`src/rtl/vsync_timing_decoder_if.sv`:
```
// Sync inputs and timing-measurement outputs of vsync_timing_decoder.
// The master drives hsync/vsync (a video source or a bench); the slave is the decoder.
interface vsync_timing_decoder_if #(
    parameter int yresolution = 10
);
    logic                   hsync_in;
    logic                   vsync_in;
    logic [yresolution-1:0] yposition;
    logic [yresolution-1:0] line_count;
    logic [yresolution-1:0] sync_lines;
    logic                   frame_start;
    logic                   locked;
    logic                   sync_error;
    logic [15:0]            line_period;

    modport master (
        output hsync_in,
        output vsync_in,
        input  yposition,
        input  line_count,
        input  sync_lines,
        input  frame_start,
        input  locked,
        input  sync_error,
        input  line_period
    );

    modport slave (
        input  hsync_in,
        input  vsync_in,
        output yposition,
        output line_count,
        output sync_lines,
        output frame_start,
        output locked,
        output sync_error,
        output line_period
    );
endinterface

```
`src/rtl/vsync_timing_decoder.sv`:
```
// Recovers the vertical line position from active-low hsync/vsync, measures frame and sync length, tracks lock.
// Optional macro VSYNC_LINE_PERIOD_MEASURE_EN adds a CLK-cycles-per-line measurement that also feeds the lock check.
module vsync_timing_decoder #(
    parameter int yresolution = 10,
    parameter int LockFrames  = 2
) (
    input  logic                  CLK,
    input  logic                  RESET,
    vsync_timing_decoder_if.slave bus
);

    typedef enum logic [1:0] {
        SEARCH  = 2'd0,
        MEASURE = 2'd1,
        LOCKED  = 2'd2
    } state_t;

    localparam int                     MW           = $clog2(LockFrames) + 1;
    localparam logic [yresolution-1:0] LINE_MAX     = '1;
    localparam logic [MW-1:0]          MATCH_TARGET = MW'(LockFrames - 1);

    logic                   hs_meta_q, hs_meta_d;
    logic                   hs_sync_q, hs_sync_d;
    logic                   hs_prev_q, hs_prev_d;
    logic                   vs_meta_q, vs_meta_d;
    logic                   vs_sync_q, vs_sync_d;
    logic                   vs_prev_q, vs_prev_d;
    logic [yresolution-1:0] lcount_q, lcount_d;
    logic [yresolution-1:0] scount_q, scount_d;
    logic [yresolution-1:0] line_count_q, line_count_d;
    logic [yresolution-1:0] sync_lines_q, sync_lines_d;
    logic [MW-1:0]          match_q, match_d;
    state_t                 state_q, state_d;
    logic                   frame_start_q, frame_start_d;
    logic                   locked_q, locked_d;
    logic                   sync_error_q, sync_error_d;

    logic                   line_tick;
    logic                   vs_start;
    logic                   vs_end;
    logic                   timeout;
    logic                   captures_match;
    logic                   period_mismatch;
    logic [yresolution-1:0] cap_lines;
    logic [yresolution-1:0] cap_sync;
    logic [MW-1:0]          match_next;

    assign line_tick = hs_prev_q & ~hs_sync_q;
    assign vs_start  = vs_prev_q & ~vs_sync_q;
    assign vs_end    = ~vs_prev_q & vs_sync_q;

    // A tick landing on the vsync rising edge still belongs to the frame being closed.
    assign cap_lines      = lcount_q + yresolution'(line_tick);
    assign cap_sync       = scount_q + yresolution'(line_tick);
    assign captures_match = (cap_lines == line_count_q) && (cap_sync == sync_lines_q);
    assign match_next     = captures_match ? (match_q + MW'(1)) : '0;
    assign timeout        = line_tick && !vs_end && (lcount_q == LINE_MAX);

`ifdef VSYNC_LINE_PERIOD_MEASURE_EN
    logic [15:0] cyc_q, cyc_d;
    logic [15:0] line_period_q, line_period_d;
    logic [15:0] period_new;
    logic [16:0] new_wide;
    logic [16:0] old_wide;
    logic        period_bad_q, period_bad_d;
    logic        period_jump;

    // Any line whose period moves by more than one cycle marks the current frame as suspect.
    always_comb begin
        period_new      = (cyc_q == 16'hFFFF) ? 16'hFFFF : (cyc_q + 16'd1);
        new_wide        = {1'b0, period_new};
        old_wide        = {1'b0, line_period_q};
        period_jump     = line_tick && ((new_wide > (old_wide + 17'd1)) || (old_wide > (new_wide + 17'd1)));
        cyc_d           = line_tick ? 16'd0 : period_new;
        line_period_d   = line_tick ? period_new : line_period_q;
        period_bad_d    = vs_end ? 1'b0 : (period_bad_q | period_jump);
        period_mismatch = period_bad_q | period_jump;
    end

    always_ff @(posedge CLK) begin
        if (RESET) begin
            cyc_q         <= 16'd0;
            line_period_q <= 16'd0;
            period_bad_q  <= 1'b0;
        end else begin
            cyc_q         <= cyc_d;
            line_period_q <= line_period_d;
            period_bad_q  <= period_bad_d;
        end
    end

    assign bus.line_period = line_period_q;
`else
    assign period_mismatch = 1'b0;
    assign bus.line_period = 16'd0;
`endif

    always_comb begin
        hs_meta_d     = bus.hsync_in;
        hs_sync_d     = hs_meta_q;
        hs_prev_d     = hs_sync_q;
        vs_meta_d     = bus.vsync_in;
        vs_sync_d     = vs_meta_q;
        vs_prev_d     = vs_sync_q;
        lcount_d      = lcount_q;
        scount_d      = scount_q;
        line_count_d  = line_count_q;
        sync_lines_d  = sync_lines_q;
        match_d       = match_q;
        state_d       = state_q;
        frame_start_d = 1'b0;
        locked_d      = locked_q;
        sync_error_d  = 1'b0;

        if (vs_end) begin
            lcount_d = '0;
        end else if (line_tick && !timeout) begin
            lcount_d = lcount_q + yresolution'(1);
        end

        if (vs_start) begin
            scount_d = yresolution'(line_tick);
        end else if (line_tick && !vs_sync_q && (scount_q != LINE_MAX)) begin
            scount_d = scount_q + yresolution'(1);
        end

        case (state_q)
            SEARCH: begin
                if (vs_end) begin
                    state_d = MEASURE;
                    match_d = '0;
                end
            end
            MEASURE: begin
                if (vs_end) begin
                    line_count_d  = cap_lines;
                    sync_lines_d  = cap_sync;
                    frame_start_d = 1'b1;
                    match_d       = match_next;
                    if (match_next == MATCH_TARGET) begin
                        state_d  = LOCKED;
                        locked_d = 1'b1;
                    end
                end
            end
            LOCKED: begin
                if (vs_end) begin
                    line_count_d  = cap_lines;
                    sync_lines_d  = cap_sync;
                    frame_start_d = 1'b1;
                    if (!captures_match || period_mismatch) begin
                        state_d      = MEASURE;
                        locked_d     = 1'b0;
                        sync_error_d = 1'b1;
                        match_d      = '0;
                    end
                end
            end
            default: begin
                state_d  = SEARCH;
                locked_d = 1'b0;
                match_d  = '0;
            end
        endcase

        // A frame too long to count cannot be trusted; drop back and reacquire.
        if (timeout) begin
            state_d      = SEARCH;
            locked_d     = 1'b0;
            match_d      = '0;
            sync_error_d = (state_q != SEARCH);
        end
    end

    always_ff @(posedge CLK) begin
        if (RESET) begin
            hs_meta_q     <= 1'b1;
            hs_sync_q     <= 1'b1;
            hs_prev_q     <= 1'b1;
            vs_meta_q     <= 1'b1;
            vs_sync_q     <= 1'b1;
            vs_prev_q     <= 1'b1;
            lcount_q      <= '0;
            scount_q      <= '0;
            line_count_q  <= '0;
            sync_lines_q  <= '0;
            match_q       <= '0;
            state_q       <= SEARCH;
            frame_start_q <= 1'b0;
            locked_q      <= 1'b0;
            sync_error_q  <= 1'b0;
        end else begin
            hs_meta_q     <= hs_meta_d;
            hs_sync_q     <= hs_sync_d;
            hs_prev_q     <= hs_prev_d;
            vs_meta_q     <= vs_meta_d;
            vs_sync_q     <= vs_sync_d;
            vs_prev_q     <= vs_prev_d;
            lcount_q      <= lcount_d;
            scount_q      <= scount_d;
            line_count_q  <= line_count_d;
            sync_lines_q  <= sync_lines_d;
            match_q       <= match_d;
            state_q       <= state_d;
            frame_start_q <= frame_start_d;
            locked_q      <= locked_d;
            sync_error_q  <= sync_error_d;
        end
    end

    assign bus.yposition   = lcount_q;
    assign bus.line_count  = line_count_q;
    assign bus.sync_lines  = sync_lines_q;
    assign bus.frame_start = frame_start_q;
    assign bus.locked      = locked_q;
    assign bus.sync_error  = sync_error_q;

endmodule

```
`src/flat_wrapper.sv`:
```
// flat-port wrapper written by rule: the top's interface ports become plain ports
module vsync_timing_decoder_flat 
#(
    parameter int yresolution = 10,
    parameter int LockFrames  = 2
)
  (CLK, RESET, bus_hsync_in, bus_vsync_in, bus_yposition, bus_line_count, bus_sync_lines, bus_frame_start, bus_locked, bus_sync_error, bus_line_period);
  vsync_timing_decoder_if #(.yresolution(yresolution)) bus_i ();
  input  logic CLK;
  input  logic RESET;
  input wire logic [$bits(bus_i.hsync_in)-1:0] bus_hsync_in;
  input wire logic [$bits(bus_i.vsync_in)-1:0] bus_vsync_in;
  output wire logic [$bits(bus_i.yposition)-1:0] bus_yposition;
  output wire logic [$bits(bus_i.line_count)-1:0] bus_line_count;
  output wire logic [$bits(bus_i.sync_lines)-1:0] bus_sync_lines;
  output wire logic [$bits(bus_i.frame_start)-1:0] bus_frame_start;
  output wire logic [$bits(bus_i.locked)-1:0] bus_locked;
  output wire logic [$bits(bus_i.sync_error)-1:0] bus_sync_error;
  output wire logic [$bits(bus_i.line_period)-1:0] bus_line_period;
  assign bus_i.hsync_in = bus_hsync_in;
  assign bus_i.vsync_in = bus_vsync_in;
  assign bus_yposition = bus_i.yposition;
  assign bus_line_count = bus_i.line_count;
  assign bus_sync_lines = bus_i.sync_lines;
  assign bus_frame_start = bus_i.frame_start;
  assign bus_locked = bus_i.locked;
  assign bus_sync_error = bus_i.sync_error;
  assign bus_line_period = bus_i.line_period;
  vsync_timing_decoder #(.yresolution(yresolution), .LockFrames(LockFrames)) u_core (.CLK(CLK), .RESET(RESET), .bus(bus_i));
endmodule
```
`config.mk`:
```
export PLATFORM = sky130hd
export DESIGN_NAME = vsync_timing_decoder_flat
export DESIGN_NICKNAME = d
export VERILOG_FILES = /design/src/rtl/vsync_timing_decoder_if.sv /design/src/rtl/vsync_timing_decoder.sv /design/src/flat_wrapper.sv
export SDC_FILE = /design/constraint.sdc
export NUM_CORES = 1
export LEC_CHECK = 0
export CAP_MARGIN = 10
export CORE_MARGIN = 8
export CORE_UTILIZATION = 50
export CTS_CLUSTER_DIAMETER = 100
export DETAILED_ROUTE_END_ITERATION = 10
export PLACE_DENSITY = 0.82
export SYNTH_ARGS = -nofsm -noshare
export SYNTH_HDL_FRONTEND = slang
export SYNTH_SLANG_ARGS = --single-unit
```
`constraint.sdc`:
```
create_clock -name CLK -period 3.49 [get_ports CLK]
set_clock_uncertainty 0.2 [all_clocks]
set_input_delay 0.5235 -clock CLK [delete_from_list [all_inputs] [get_ports CLK]]
set_output_delay 0.5235 -clock CLK [all_outputs]
set_load 0.01 [all_outputs]
```
======== After elaboration in Yosys (flattened, before gate mapping) ========
Index checks and enable logic that the tools add are counted.
word-level totals
  input port bits ......................... 4
  bits in registers ....................... 53
cells by class
  reductions and logical operators ........ 21
  bitwise operators ....................... 8
  muxes and demuxes ....................... 24
  equality and inequality tests ........... 12
  $add $sub $neg .......................... 5
operators by type and width
  cell                                                   count
  adder 10 x 1 -> 10 bit                                 2
  adder 10 x 1 -> 10 bit, second input constant          2
  equality test 10 bit                                   2
  two-way mux 2 bit                                      10
  case mux 2 bit (3 select lines)                        2
  two-way mux 1 bit                                      11
  equality test 10 bit, second input constant            1
  inequality test 10 bit, second input constant          1
  AND reduction 5 bit                                    2
  OR reduction 2 bit                                     5
  inequality test 2 x 1 -> 1 bit, second input constant  4
  logical AND 1 bit                                      6
  inverter 1 bit                                         5
  equality test 2 x 1 -> 1 bit, second input constant    2
  AND reduction 4 bit                                    1
  nonzero test 2 bit                                     2
  AND 1 bit                                              3
  logical NOT 1 bit                                      3
  case mux 1 bit (3 select lines)                        1
  adder 2 x 1 -> 2 bit, second input constant            1
  equality test 2 bit, second input constant             1
  logical NOT 2 bit                                      1
  inequality test 2 bit, second input constant           1
  AND reduction 2 bit                                    1

======== Logic depth before layout (Yosys ltp) ========
  depth in word-level cells ............... 10
  mapped depth ............................ 12

======== Worst setup path after synthesis ========
Ideal clock, no wire load.
  kind .................................... flip-flop to flip-flop
  start point ............................. reg u_core.hs_sync_q, in the netlist u_core.hs_prev_d
  end point ............................... reg u_core.state_q[1]
  cell stages (with the launch flop) ...... 13
  data required time ...................... 3.174 ns
  setup slack ............................. 0.532 ns
  clock period less this slack ............ 2.958 ns
  data arrival time ....................... 2.643 ns
  cells stage by stage .................... dfxtp_1 nand2b_1 inv_1 ha_1 ha_1 xnor2_1 xor2_1 o2111ai_1 a2111o_1 nor3_2 nand3_2 mux2_1 and3_1
on the way
  longest elaborated chain between the ends .. 9
  elaborated cells on any way between the ends .. 15
  those cells by class .................... 2 x add/sub; 5 x eq/ne; 1 x mux; 2 x bitwise; 5 x reduce/logical
RTL lines
  item                                              line                                                    RTL
  from (decl)                                       vsync_timing_decoder.sv:23                              logic hs_sync_q, hs_sync_d;
  from (signal assigned)                            vsync_timing_decoder.sv:194                             hs_sync_q <= hs_sync_d;
  inverter 1 bit (*)                                vsync_timing_decoder.sv:48                              assign line_tick = hs_prev_q & ~hs_sync_q;
  AND 1 bit (*)                                     vsync_timing_decoder.sv:48
  adder 10 x 1 -> 10 bit, on equally long branches  vsync_timing_decoder.sv:53, vsync_timing_decoder.sv:54
  equality test 10 bit                              vsync_timing_decoder.sv:55                              assign captures_match = (cap_lines == line_count_q) && (cap_sync == sync_lines_q);
  logical AND 1 bit                                 vsync_timing_decoder.sv:55
  two-way mux 2 bit                                 vsync_timing_decoder.sv:56                              assign match_next = captures_match ? (match_q + MW'(1)) : '0;
  equality test 2 x 1 -> 1 bit                      vsync_timing_decoder.sv:140                             if (match_next == MATCH_TARGET) begin
  inequality test 2 x 1 -> 1 bit (no line)          -
  AND reduction 5 bit (no line)                     -
  to (signal assigned)                              vsync_timing_decoder.sv:204                             state_q <= state_d;
  to (decl)                                         vsync_timing_decoder.sv:33                              state_t state_q, state_d;
Mark *: on every way between the ends. The rest lies on a longest branch, timed or not.
A chain may end at the register's enable or synchronous reset.

======== Final worst setup path ========
Same ends and word-level chain as after synthesis.

==> out/qor.csv <==
stage,metric,value,unit
status,status,finished clean,
clock_tree,htreeDepth,2,
pwr,p_per_area,330,nW/um^2
setup_path,crit_family,simple AND/OR/NAND/NOR gates,
synth,yosysTopAreaCellShare,35.0,%
place,pre_cts_ws,0.225,ns
synth,synth.area.top_cells,"dfxtp_1, xor2_1, xnor2_1",
global_routing,grt_overflow_total,0,
sta,fmax,304,MHz
sta,worstMarginPinSlew,0.578,ns
synth,synth_cell_types,50,
floorplanning,ios,53,
drt,routed_wl,6.47,mm
global_routing,grt_pass1_vias,2257,
hold_path,holdPathEnd,u_core.vs_prev_d,
pwr,p_leak,1.20,nW
global_routing,grt_pass1_wl,10.4,mm
sta,rsz0062_at_grt,false,
drt,via_per_inst,5.54,
clock_tree,cts_hold_buf,0,
hold_path,hold_depth,1,
global_routing,antenna_found_initial,0,
place,place_inst,441,
sta,fin_crit,3.29,ns
layout,num_antenna_cells,0,
layout,fin_cells,449,
setup_path,r2r_start,u_core.hs_prev_d,
sta,drv_slew,0,
drt,ant_nets,0,
synth,synth_edf_count,0,
clock_tree,clock-root-buffer,clkbuf_8,
drt,drt_iter0_markers,96,
drt,vias,2486,
sta,min_period_over_period,94.2,%
floorplanning,core,5890,um^2
setup_path,crit_top_cell,ha_1,
synth,yosys_register_bits,53,
flow_run,maxCapViolCount,0,
layout,drive_above_1_share,7.75,%
setup_path,r2r_end,u_core.state_q[1],
floorplanning,start_util,51.5,%
clock_tree,clockBufferDepth,2,
synth,yosys.area.top_type,dfxtp_1,
layout,layout_common_cells,"dfxtp_1, nor2_1, clkdlybuf4s50_1, nand2_1, xor2_1",
synth,syn_area,3030,um^2
sta,slew-limit-headroom,61.4,%
global_routing,track_usage,14.4,%
synth,ys.flop_type,dfxtp_1,
setup_path,worstSetupPathType,flop to flop,
sta,fin_setup_tns,0,ns
sta,hold-worst-slack,0.216,ns
drt,wire_per_inst,14.4,um
synth,syn_inst,349,
setup_path,critPathBufInv,1,
setup_path,slowest_stage,a2111o_1,
synth,syn_avg_cell_area,8.69,um^2
layout,final_common_cell,dfxtp_1,
synth,synth_seq_area_share,35.0,%
floorplanning,die_h,93.9,um
drt,first_pass_iters,4,
place,dp_hpwl,4.91,mm
setup_path,reg2reg_depth,12,
clock_tree,cts_made_buffers,5,
setup_path,worstPathMaxFanout,5,
setup_path,r2r_slack,0.20,ns
clock_tree,cts_sinks,53,
layout,final_area,3440,um^2
clock_tree,clkTransAtPathRegs,0.09,ns
setup_path,start_kind,flop,
setup_path,required,3.50,ns
clock_tree,cts_tree,built,
global_routing,grt_start_max_net_pins,37,
place,portBuffers,36,
hold_path,hold_path.class,flop to flop,
layout,finalNetCount,387,
pwr,peakVddDrop,0.174,mV
setup_path,end_kind,flop,
clock_tree,clock_latency,0.31,ns
setup_path,worstPathCellList,nand2b_1 > inv_1 > ha_1 > ha_1 > nand3_1 > nor2_2 > o31ai_1 > a2111o_1 > nor3_2 > nand3_2 > mux2_1 > and3_1,
setup_path,worstPathArrival,3.29,ns
place,gp_congestion,0.842,
floorplanning,die_area,8810,um^2
hold_path,hp-start,u_core.vs_meta_q,
floorplanning,rows,28,
floorplanning,die_w,93.9,um
setup_path,max_stage_delay,0.40,ns
layout,syn_to_final_growth,13.6,%
sta,hold_viol,0,
sta,finalSetupViolCount,0,
sta,fin_ws,0.203,ns
synth,async_flop_share,0,%
drt,route.detailed.drc,0,
place,post_dp_cell_area,3340,um^2
synth,yosys_warnings,0,
[cell type report]
type | instances | area [um^2]
clock inverters | 1 | 5.00
inverters | 6 | 22.5
clock buffers | 7 | 96.3
multi-input cells | 268 | 1780
flip-flops and latches | 53 | 1060
well taps | 75 | 93.8
fillers | 534 | 2440
repair buffers | 39 | 383
[flip-flops by register name, indices dropped and copies added (netlist names), 2 cells and up]
| name | flops |
|---|---|
| u_core.bus.line_count | 10 |
| u_core.bus.sync_lines | 10 |
| u_core.bus.yposition | 10 |
| u_core.match_q | 2 |
| u_core.scount_q | 10 |
| u_core.state_q | 2 |
[metrics by stage]
step	total power [mW]	utilization [%]
2_1_floorplan	0.751	-
3_3_place_gp	0.771	56.8
3_5_place_dp	0.774	56.8
4_1_cts	1.15	58.5
5_1_grt	1.19	58.5
6_report	1.14	58.5
[cells in the mapped netlist (6+ instances only)]
library cell / n
a211oi_1: 16
a21oi_1: 12
and3_1: 6
buf_4: 17
clkbuf_1: 8
dfxtp_1: 53
ha_1: 10
inv_1: 6
nand2_1: 23
nand2b_1: 8
nand3_1: 11
nand4_1: 6
nor2_1: 45
nor3_1: 6
o21ai_0: 6
or2_2: 7
xnor2_1: 20
xor2_1: 22
[worst max path at each step]
| stage | start | end | slack (ns) | cells past startpoint |
|---|---|---|---|---|
| CTS | u_core.hs_prev_d | u_core.state_q[1] | 0.17 | 12 |
| floorplan | u_core.hs_prev_d | u_core.state_q[1] | 0.53 | 12 |
| finish | u_core.hs_prev_d | u_core.state_q[1] | 0.20 | 12 |
| global placement | u_core.hs_prev_d | u_core.state_q[1] | 0.35 | 12 |
| global route | u_core.hs_prev_d | u_core.state_q[1] | 0.03 | 12 |
| detailed placement | u_core.hs_prev_d | u_core.state_q[1] | 0.22 | 12 |
[layer usage]
layer  routed length, um  vias to the layer above  part of all wire [%]  GRT usage, %
met5                   0                        -                     0             0
met4                 116                        0                   1.8          6.87
met3                 531                       12                   8.2          2.40
met2                3010                       88                    47          24.2
met1                2810                     1157                    43          17.5
li1                    -                     1229                     -             -
[cell families after synthesis]
family                   after synthesis  synth area share, %
adder cells (fa/ha/maj)               10                 4.13
XOR/XNOR                              45                 14.4
AO/OA/AOI/OAI                         53                 12.1
AND/OR/NAND/NOR                      140                 24.7
flip-flops                            53                 35.0
multiplexers                           4                 1.40
other                                  1                0.124
buffers and inverters                 43                 8.13
[power breakdown]
group          internal [mW]  switching (mW)
clock network          0.180           0.198
registers              0.617          0.0106
logic                 0.0550          0.0777
total                  0.852           0.286
[what timing repair did]
| item | CTS | global route |
|---|---|---|
| setup buffers | 0 | 0 |
| endpoints found under the setup margin | 0 | 1 |
| resized for setup | 0 | 1 |
(Power assumes the default switching activity.)
